--- config.mk ---
export PLATFORM = sky130hd
export DESIGN_NAME = helios_host_interface_flat
export DESIGN_NICKNAME = d
export VERILOG_FILES = /design/src/rtl/helios_pkg.sv /design/src/rtl/helios_host_interface_if.sv /design/src/rtl/helios_result_serializer.sv /design/src/rtl/helios_host_interface.sv /design/src/flat_wrapper.sv
export SDC_FILE = /design/constraint.sdc
export NUM_CORES = 1
export LEC_CHECK = 0
export ABC_AREA = 1
export CORE_ASPECT_RATIO = 0.7
export CORE_MARGIN = 1.5
export CORE_UTILIZATION = 40
export CTS_BUF_LIST = sky130_fd_sc_hd__clkbuf_8
export DETAILED_ROUTE_END_ITERATION = 10
export GPL_ROUTABILITY_DRIVEN = 0
export PLACE_DENSITY = 0.62
export SLEW_MARGIN = 20
export SYNTH_ARGS = -nofsm -noshare
export SYNTH_HDL_FRONTEND = slang
export SYNTH_SLANG_ARGS = --single-unit
--- constraint.sdc ---
create_clock -name clk -period 1.4 [get_ports clk]
set_input_delay 0.21 -clock clk [delete_from_list [all_inputs] [get_ports clk]]
set_output_delay 0.21 -clock clk [all_outputs]
set_load 0.02 [all_outputs]
--- src/rtl/helios_pkg.sv ---
// Shared Helios host-protocol constants, FSM state type and small helpers.
package helios_pkg;

  localparam logic [7:0] START_DECODING_MSG      = 8'h01;
  localparam logic [7:0] MEASUREMENT_DATA_HEADER = 8'h02;
  localparam int         RESULT_BYTES            = 3;

  typedef enum logic [2:0] {
    IDLE,
    WAIT_HDR,
    LOAD,
    RUN,
    RESULT
  } host_if_state_t;

  // Cycle counter holds at all-ones instead of wrapping.
  function automatic logic [15:0] sat_inc16(input logic [15:0] v);
    return (v == 16'hFFFF) ? v : v + 16'd1;
  endfunction

endpackage

--- src/rtl/helios_host_interface_if.sv ---
// Inbound and outbound 8-bit valid/ready byte streams between host FIFOs and the decoder endpoint.
interface helios_host_interface_if;
  logic [7:0] input_data;
  logic       input_valid;
  logic       input_ready;
  logic [7:0] output_data;
  logic       output_valid;
  logic       output_ready;

  modport slave (
    input  input_data, input_valid,
    output input_ready,
    output output_data, output_valid,
    input  output_ready
  );

  modport master (
    output input_data, input_valid,
    input  input_ready,
    input  output_data, output_valid,
    output output_ready
  );
endinterface

--- src/rtl/helios_result_serializer.sv ---
// Latches {iteration, cycles} and streams them as three bytes under valid/ready.
module helios_result_serializer
  import helios_pkg::*;
(
  input  logic        clk,
  input  logic        reset,
  input  logic        load,
  input  logic [7:0]  iteration,
  input  logic [15:0] cycles,
  output logic [7:0]  data,
  output logic        valid,
  input  logic        ready,
  output logic        last_sent
);

  localparam int IW = $clog2(RESULT_BYTES);

  logic [IW-1:0] idx;
  logic [15:0]   cyc_q;
  logic          is_last;

  assign is_last   = (idx == IW'(RESULT_BYTES - 1));
  assign last_sent = valid & ready & is_last;

  // Data only changes on a transfer or a new load, so it is stable while stalled.
  always_ff @(posedge clk) begin
    if (reset) begin
      valid <= 1'b0;
      data  <= 8'h00;
      idx   <= '0;
      cyc_q <= 16'h0000;
    end else if (load) begin
      valid <= 1'b1;
      data  <= iteration;
      cyc_q <= cycles;
      idx   <= '0;
    end else if (valid && ready) begin
      if (is_last) begin
        valid <= 1'b0;
      end else begin
        idx  <= idx + IW'(1);
        data <= (idx == '0) ? cyc_q[15:8] : cyc_q[7:0];
      end
    end
  end

endmodule

--- src/rtl/helios_host_interface.sv ---
// Helios host endpoint: parses START/header/measurement bytes, starts and times the decode, returns a 3-byte result.
module helios_host_interface
  import helios_pkg::*;
#(
  parameter  int GRID_WIDTH_X         = 3,
  parameter  int GRID_WIDTH_Z         = 2,
  parameter  int GRID_WIDTH_U         = 3,
  localparam int BYTES_PER_ROUND      = (GRID_WIDTH_X * GRID_WIDTH_Z + 7) >> 3,
  localparam int ALIGNED_PU_PER_ROUND = BYTES_PER_ROUND * 8,
  localparam int MEAS_BYTES           = BYTES_PER_ROUND * GRID_WIDTH_U
) (
  input  logic                                         clk,
  input  logic                                         reset,
  helios_host_interface_if.slave                       host,
  output logic [ALIGNED_PU_PER_ROUND*GRID_WIDTH_U-1:0] measurements,
  output logic                                         decode_start,
  input  logic                                         decode_done,
  input  logic [7:0]                                   iteration_count
);

  localparam int IDX_W = (MEAS_BYTES > 1) ? $clog2(MEAS_BYTES) : 1;

  host_if_state_t                  state;
  logic                            in_rdy;
  logic [IDX_W-1:0]                idx;
  logic [15:0]                     cnt;
  logic [MEAS_BYTES-1:0][7:0]      meas_q;
  logic                            acc;
  logic                            res_load;
  logic                            last_sent;

  assign acc              = host.input_valid & in_rdy;
  assign host.input_ready = in_rdy;
  assign measurements     = meas_q;

  // decode_start doubles as the first-RUN-cycle marker, where done is ignored.
  assign res_load = (state == RUN) && !decode_start && decode_done;

  always_ff @(posedge clk) begin
    if (reset) begin
      state        <= IDLE;
      in_rdy       <= 1'b0;
      decode_start <= 1'b0;
      idx          <= '0;
      cnt          <= 16'h0000;
      meas_q       <= '0;
    end else begin
      decode_start <= 1'b0;
      case (state)
        IDLE: begin
          in_rdy <= 1'b1;
          if (acc && host.input_data == START_DECODING_MSG) state <= WAIT_HDR;
        end
        WAIT_HDR: begin
          if (acc && host.input_data == MEASUREMENT_DATA_HEADER) begin
            state <= LOAD;
            idx   <= '0;
          end
        end
        LOAD: begin
          if (acc) begin
            meas_q[idx] <= host.input_data;
            idx         <= idx + IDX_W'(1);
            if (idx == IDX_W'(MEAS_BYTES - 1)) begin
              state        <= RUN;
              in_rdy       <= 1'b0;
              decode_start <= 1'b1;
              cnt          <= 16'h0000;
            end
          end
        end
        RUN: begin
          if (!decode_start) begin
            if (decode_done) state <= RESULT;
            else             cnt   <= sat_inc16(cnt);
          end
        end
        RESULT: begin
          if (last_sent) begin
            state  <= WAIT_HDR;
            in_rdy <= 1'b1;
          end
        end
        default: state <= IDLE;
      endcase
    end
  end

  helios_result_serializer u_ser (
    .clk       (clk),
    .reset     (reset),
    .load      (res_load),
    .iteration (iteration_count),
    .cycles    (cnt),
    .data      (host.output_data),
    .valid     (host.output_valid),
    .ready     (host.output_ready),
    .last_sent (last_sent)
  );

endmodule

--- src/flat_wrapper.sv ---
// flat-port wrapper written by rule: the top's interface ports become plain ports
module helios_host_interface_flat import helios_pkg::*;
#(
  parameter  int GRID_WIDTH_X         = 3,
  parameter  int GRID_WIDTH_Z         = 2,
  parameter  int GRID_WIDTH_U         = 3,
  localparam int BYTES_PER_ROUND      = (GRID_WIDTH_X * GRID_WIDTH_Z + 7) >> 3,
  localparam int ALIGNED_PU_PER_ROUND = BYTES_PER_ROUND * 8,
  localparam int MEAS_BYTES           = BYTES_PER_ROUND * GRID_WIDTH_U
)
  (clk, reset, measurements, decode_start, decode_done, iteration_count, host_input_data, host_input_valid, host_input_ready, host_output_data, host_output_valid, host_output_ready);
  helios_host_interface_if host_i ();
  input  logic clk;
  input  logic reset;
  output logic [ALIGNED_PU_PER_ROUND*GRID_WIDTH_U-1:0] measurements;
  output logic decode_start;
  input  logic decode_done;
  input  logic [7:0] iteration_count;
  input wire logic [$bits(host_i.input_data)-1:0] host_input_data;
  input wire logic [$bits(host_i.input_valid)-1:0] host_input_valid;
  output wire logic [$bits(host_i.input_ready)-1:0] host_input_ready;
  output wire logic [$bits(host_i.output_data)-1:0] host_output_data;
  output wire logic [$bits(host_i.output_valid)-1:0] host_output_valid;
  input wire logic [$bits(host_i.output_ready)-1:0] host_output_ready;
  assign host_i.input_data = host_input_data;
  assign host_i.input_valid = host_input_valid;
  assign host_input_ready = host_i.input_ready;
  assign host_output_data = host_i.output_data;
  assign host_output_valid = host_i.output_valid;
  assign host_i.output_ready = host_output_ready;
  helios_host_interface #(.GRID_WIDTH_X(GRID_WIDTH_X), .GRID_WIDTH_Z(GRID_WIDTH_Z), .GRID_WIDTH_U(GRID_WIDTH_U)) u_core (.clk(clk), .reset(reset), .host(host_i), .measurements(measurements), .decode_start(decode_start), .decode_done(decode_done), .iteration_count(iteration_count));
endmodule
==> results of run 1 <==
## final cells by class
cell class,instances,share of cell area (%)
Multi-Input combinational cell,354,39.4
Clock inverter,7,1.30
Timing Repair Buffer,142,24.3
Clock buffer,9,2.25
Tap cell,101,2.30
Sequential cell,74,27.2
Inverter,44,3.14
## cell usage in the layout (no fill, tap or decap), types with 3 or more instances in the layout
| master | n |
|---|---|
| dfxtp_2 | 9 |
| nor2_2 | 8 |
| o21ai_2 | 20 |
| nor2_1 | 81 |
| buf_6 | 13 |
| a31oi_1 | 4 |
| nor2_4 | 15 |
| nand3_4 | 5 |
| dfxtp_1 | 64 |
| dlygate4sd2_1 | 33 |
| clkdlybuf4s50_1 | 20 |
| a21oi_1 | 31 |
| nand2_4 | 15 |
| clkbuf_16 | 3 |
| ha_1 | 3 |
| nor3_4 | 3 |
| nand4_1 | 3 |
| clkbuf_8 | 9 |
| o21ai_1 | 18 |
| inv_1 | 36 |
| a21oi_2 | 10 |
| nand2_2 | 11 |
| buf_12 | 6 |
| buf_4 | 62 |
| nand3_1 | 14 |
| nand3_2 | 9 |
| inv_2 | 6 |
| o21ai_0 | 29 |
| nand2_1 | 63 |
## power by group
group          leakage [nW]  internal, W  switching [W]
Clock                0.0966     0.000819       0.000840
Combinational          1.67     0.000736       0.000960
Sequential            0.602      0.00221      0.0000795
Total                  2.36      0.00376        0.00188
## worst paths after layout
check                                       startpoint                      to  slack [ns]  cells past startpoint
worst max-delay path                     u_core.cnt[3]          u_core.cnt[13]       -0.12                      9
worst min-delay path            u_core.u_ser.cyc_q[14]  u_core.u_ser.cyc_q[14]        0.46                      2
worst max register to register           u_core.cnt[3]          u_core.cnt[13]       -0.12                      9
worst min register to register  u_core.u_ser.cyc_q[14]  u_core.u_ser.cyc_q[14]        0.46                      2
## layer usage
layer	share of wire (%)	track usage, %
met4	0.90	6.50
met2	42	33.0
met5	0	0
met3	7.7	5.66
met1	49	35.0
## cell families (layout without fill, tap and decap cells)
group | count (synthesis) | after routing | share of synthesized area, %
AND/OR/NAND/NOR | 229 | 230 | 29.0
adder cells (fa/ha/maj) | 6 | 6 | 2.19
flip-flops | 74 | 74 | 43.3
buffers and inverters | 59 | 202 | 7.53
XOR/XNOR | 2 | 2 | 0.512
AO/OA/AOI/OAI | 116 | 116 | 17.4
## flip-flops by register name, indices dropped and copies added, names as in the netlist, 2 cells and up
register	cells
u_core.u_ser.data	8
u_core.idx	2
u_core.u_ser.idx	2
u_core.measurements	24
u_core.cnt	16
u_core.u_ser.cyc_q	16
u_core.state	3
## repair_timing
action	4_1_cts	5_1_grt
gates cloned	1	6
resized for setup	77	134
buffers inserted	6	6
pin swaps	19	33
setup endpoints to repair	85	66
## per-stage QoR
| step | power, W | cell area [um^2] | TNS (ns) | cells | util, % |
|---|---|---|---|---|---|
| after CTS | 0.00531 | 4970 | -0.801 | 720 | 61.5 |
| after global routing | 0.00590 | 5490 | -4.49 | 731 | 68.0 |
| final | 0.00564 | 5490 | -1.55 | 731 | 68.0 |
| after global placement | 0.00354 | 4650 | -11.71 | 698 | 57.6 |
| after detailed placement | 0.00356 | 4650 | -12.18 | 698 | 57.6 |
| after floorplan | 0.00302 | 3470 | -0.00839 | 486 | - |
## worst reg2reg max path, delay by kind of cell, from the launching register on
kind / cells / cell delay, ns
buffers and inverters: 1 / 0.13
AND/OR/NAND/NOR: 8 / 0.83
flip-flops: 1 / 0.45
==> results.yml, run 1 <==
die:
  initial_utilization_pct: 42.4
  floorplan.core_area_um2: 8070
  die_x_um: 114
  floorplan.die.height_um: 80.4
  num_rows: 27
  die-area_um2: 9120
  number_of_top_level_design_ports: 56
logic_synthesis:
  ys_seq_area_share_pct: 43.3
  synth.area.top_cells: "dfxtp_1 (43%), nor2_1 (11%), o21ai_0 (9.5%)"
  netlist.area_leader.share_pct: 43.3
  post_synth_most_frequent_cells: "nor2_1 (97), nand2_1 (84), dfxtp_1 (74)"
  yosys_warnings: 0
  synth.ff_latch_count: 74
  synth_largest_area_cell: "dfxtp_1"
  synth_edf_count: 0
  mappedNetlistNets: 513
  async_flop_share_pct: 0
  yosysUniqueCellTypes: 31
  synthFlopType: "dfxtp_1"
  most_common_cell_in_the_synthesized_netlist: "nor2_1"
  synthesis.area_um2: 3420
  syn_inst: 486
  post_synth.cell_area_avg_um2: 7.04
global_routing:
  maximum_number_of_pins_on_one_net_before_global_route_repair: 37
  grt.overflow.total: 0
  antenna_violations_before_repair: 0
  global_route_wire_length_before_repair_mm: 16.4
  grtUsageTotal_pct: 23.4
  number_of_global_route_vias_before_repair: 3350
drt:
  totalWireLength_mm: 10.9
  drt-initial-drc-count: 307
  drt_pre_antenna_iters: 5
  wl_per_cell_um: 15.0
  detailroute.via_count: 3749
  detail-route-antenna-nets: 0
  detail_route.vias_per_cell: 5.13
  route.detailed.drc: 0
layout:
  fillerInstances: 674
  areaGrowthSynthToFinish_pct: 60.6
  nets_final: 652
  antennaDiodeCount: 0
  regArea_um2: 1500
  drive_gt1_share_pct: 35.4
  multi_input_gate_area_um2: 2170
clock_tree:
  clkSlewWorstSetupHoldPaths_ns: 0.08
  cts-buffers-inserted: 9
  clk_latency_ns: 0.37
  holdBufCountCts: 0
  cts_tree: "yes"
  clock_tree.root_cell: "clkbuf_8"
  tritoncts_num_sinks: 74
  htree_num_levels: 3
  cts.path.max_buffers: 2
power_and_ir_drop:
  total_leakage_power_nw: 2.36
  power_dens_cells_nw_per_um2: 1030
  vdd.ir_drop.worst_mv: 0.633
setup_path:
  cp.required_ns: 1.65
  cp-end-kind: "flop"
  critical_path_peak_fanout: 5
  crit_family: "simple AND/OR/NAND/NOR gates"
  setup.worst_path.start_class: "flop"
  criticalPathCategory: "reg -> reg"
  path_cells: "inv_1, nor2_4, nand2_2, nor2_4, nand2_4, nand3_4, nor2_2, nor2_1, nor2_1"
  worstPathBufferInverterCount: 1
  crit_path_max_incr_delay_ns: 0.45
  data_arrival_time_at_the_worst_slack_endpoint_ns: 1.77
  slowest_stage: "dfxtp_1"
sta:
  final_critical_path_setup_slack_ns: -0.118
  timing.max_slew.rel_slack_pct: 82.4
  tightest_slew_ns: 0.261
  finalClockSkew_ns: 0.0180
  timing.final.crit_share_pct: 108
  final_hold_viol_count: 0
  setup_viol: 28
  slew_violations: 0
  hold_ws_ns: 0.455
  maximum_clock_rate_ghz: 0.659
  shortest_period_the_worst_path_allows_ns: 1.52
  grt_setup_unrepaired: "yes"
placed_design:
  port_buffers: 55
  pre_cts_ws_ns: -0.276
  hpwl_mm: 7.21
worst_hold_path:
  min_path_type: "reg -> reg"
run:
  max_cap_viol_count: 0
status:
  status: "finished, violations left"
  violations: "setup timing"
Note: power is estimated with default switching activity, not from simulation.
==> inputs of run 2 (changes only) <==
Settings changed: ABC_AREA 1 to unset, DONT_BUFFER_PORTS set to 1, PLACE_DENSITY 0.62 to 0.53, RECOVER_POWER set to 50.
==> run 2 against run 1 <==
The flow finishes with violations (hold timing, setup timing). Final cell count fell by 19%. Synthesized cell count fell by 15%. Area after synthesis fell by 4.0%. Maximum frequency fell by 5.8%. First-iteration DRC count fell by 26%. Utilization fell by 3.1 points. Register-to-register slack got worse by 0.09 ns. Hold slack got worse by 0.52 ns. Largest power group unchanged.
==> results.yml, run 2 <==
die:
  die_x_um: 111
  floorplan.die.height_um: 78.8
  num_rows: 27
  floorplan.core_area_um2: 7910
  die-area_um2: 8770
  initial_utilization_pct: 41.5
  number_of_top_level_design_ports: 56
layout:
  areaGrowthSynthToFinish_pct: 56.3
  mostFrequentLayoutCell: "nand2_1"
  nets_final: 510
  design_area_um2: 5130
  drive_gt1_share_pct: 50.0
  antennaDiodeCount: 0
  mostFrequentLayoutCells: "nand2_1 (73), dfxtp_1 (58), buf_4 (57)"
  largest_register_ffs: 24
power_and_ir_drop:
  switching_power_share_of_the_total_pct: 21.6
  cellInternalPower_w: 0.00297
  switching_power_w: 0.000819
  share_clk_of_total_power_pct: 43.8
  power_frac_comb_pct: 0.8
  power_dens_cells_nw_per_um2: 738
  total_leakage_power_nw: 1.96
  post-layout-total-power_w: 0.00379
  vdd.ir_drop.worst_mv: 0.638
  p_seq_share_pct: 55.4
setup_path:
  setup.worst_path.start_class: "flop"
  crit_path_max_incr_delay_ns: 0.47
  worstRegToRegCells: 5
  setup.reg_to_reg.worst_slack_ns: -0.21
  worst_r2r_dst: "u_core.idx[1]"
  data_arrival_time_at_the_worst_slack_endpoint_ns: 1.91
  critical_path_peak_fanout: 2
  slowest_stage: "or4bb_4"
  cp-end-kind: "flop"
  cp.required_ns: 1.70
  crit-reg2reg-launch: "u_core.host.input_ready"
  criticalPathCategory: "reg -> reg"
  path_cells: "or4bb_4, nor4_4, a31oi_2, mux2_4, nor2_2"
logic_synthesis:
  synth.area.top_cells: "dfxtp_1 (45%), nand2_1 (12%), a21oi_1 (9.1%)"
  synth_largest_area_cell: "dfxtp_1"
  post_synth_most_frequent_cells: "nand2_1 (103), dfxtp_1 (74), a21oi_1 (60)"
  synthesis.area_um2: 3280
  mappedNetlistNets: 438
  synthFlopType: "dfxtp_1"
  async_flop_share_pct: 0
  ys_seq_area_share_pct: 45.1
  post_synth.cell_area_avg_um2: 7.99
  netlist.area_leader.share_pct: 45.1
  yosysUniqueCellTypes: 43
  yosys_warnings: 0
  synth_edf_count: 0
  synth.ff_latch_count: 74
  most_common_cell_in_the_synthesized_netlist: "nand2_1"
  syn_inst: 411
global_routing:
  number_of_global_route_vias_before_repair: 2962
  grt_busiest_layer: "met1"
  antenna_violations_before_repair: 0
  global_route_wire_length_before_repair_mm: 15.2
  global_route_met2_usage_pct: 29.8
  groute.layer.met3.usage_pct: 8.02
  maximum_number_of_pins_on_one_net_before_global_route_repair: 76
  grt_use_met1_pct: 32.1
  grt.overflow.total: 0
  grtUsageTotal_pct: 21.9
sta:
  maximum_clock_rate_ghz: 0.620
  timing.final.crit_share_pct: 115
  tightest_slew_ns: 0.618
  final_hold_viol_count: 70
  setup_viol: 62
  finalClockSkew_ns: 0.00916
  timing.max_slew.rel_slack_pct: 58.8
  grt_setup_unrepaired: "yes"
  shortest_period_the_worst_path_allows_ns: 1.61
  timing.setup.tns_ns: -5.72
  hold_ws_ns: -0.0650
  final_critical_path_setup_slack_ns: -0.212
  slew_violations: 0
clock_tree:
  cts_tree: "yes"
  cts-buffers-inserted: 9
  htree_num_levels: 3
  tritoncts_num_sinks: 74
  clk_latency_ns: 0.36
  clock_tree.root_cell: "clkbuf_8"
  cts.path.max_buffers: 2
  clkSlewWorstSetupHoldPaths_ns: 0.07
drt:
  detailroute.via_count: 3292
  wl_per_cell_um: 17.4
  totalWireLength_mm: 10.2
  route.detailed.drc: 0
  drt_pre_antenna_iters: 4
  drt-initial-drc-count: 226
  detail-route-antenna-nets: 0
  detail_route.vias_per_cell: 5.59
placed_design:
  hpwl_mm: 6.46
  post_place_instance_area_um2: 3990
  pre_cts_ws_ns: -0.267
  port_buffers: 0
worst_hold_path:
  min_path_cells: 1
  min_path_type: "in -> reg"
  worstHoldEndpoint: "u_core.cnt[1]"
  hold_path.startpoint: "reset"
run:
  max_cap_viol_count: 0
status:
  violations: "hold timing, setup timing"
  status: "finished, violations left"
run 2: cell type report:
cell class | instances | area [um^2]
fill | 681 | 2770
multi-input combinational | 300 | 2340
sequential | 74 | 1510
timing repair buffer | 91 | 930
clock buffer | 10 | 138
tap | 101 | 126
clock inverter | 6 | 58.8
inverter | 7 | 26.3
run 2: what timing repair did:
| action | in CTS | in global routing |
|---|---|---|
| setup buffers | 8 | 6 |
| cloned | 1 | 6 |
| pin swaps | 14 | 88 |
| hold endpoints to repair | 70 | 70 |
| endpoints found under the setup margin | 50 | 71 |
| resized for setup | 53 | 124 |
run 2: how the worst max path moves through the flow:
stage	startpoint	end	slack, ns
global placement	u_core.idx[0]	u_core.cnt[15]	-0.24
CTS	u_core.host.input_ready	u_core.idx[1]	-0.21
floorplan	u_core.host.input_ready	u_core.idx[1]	-0.20
global route	u_core.state[2]	u_core.cnt[15]	-0.29
detailed placement	u_core.idx[0]	u_core.cnt[9]	-0.27
finish	u_core.host.input_ready	u_core.idx[1]	-0.21
run 2: kinds of logic after synthesis:
kind of cell    after synthesis  share of synthesized area, %
compound gates              103                          19.2
xor+xnor                      1                         0.267
fa+ha+maj                     6                          2.29
buf+inv                      37                          4.61
flops                        74                          45.1
mux                          11                          3.39
simple gates                179                          25.2
run 2: power groups by stage:
stage	Sequential, W	Combinational, W	Clock [W]
5_1_grt	0.00210	0.0000316	0.00178
3_5_place_dp	0.00215	0.0000270	0
2_1_floorplan	0.00215	0.0000413	0
6_report	0.00210	0.0000302	0.00166
3_3_place_gp	0.00215	0.0000277	0
4_1_cts	0.00210	0.0000286	0.00170
run 2: per-stage QoR:
stage,util (%),instances,hold WS (ns)
global route,65.0,589,-0.0951
CTS,56.6,578,-0.106
detailed placement,50.5,553,0.280
finish,65.0,589,-0.0650
floorplan,-,411,0.346
global placement,50.5,553,0.281
run 2: worst max-delay path: cells and delay by family (launching register included):
family	cells	cell delay (ns)
muxes	1	0.32
AOI/OAI and AO/OA	1	0.16
and+or+nand+nor	3	0.72
DFF	1	0.35
run 2: metal layers:
layer,vias up,routed length (um)
met3,14,734
met4,0,129
met2,93,4240
met1,1595,5120
met5,-,0
li1,1590,-
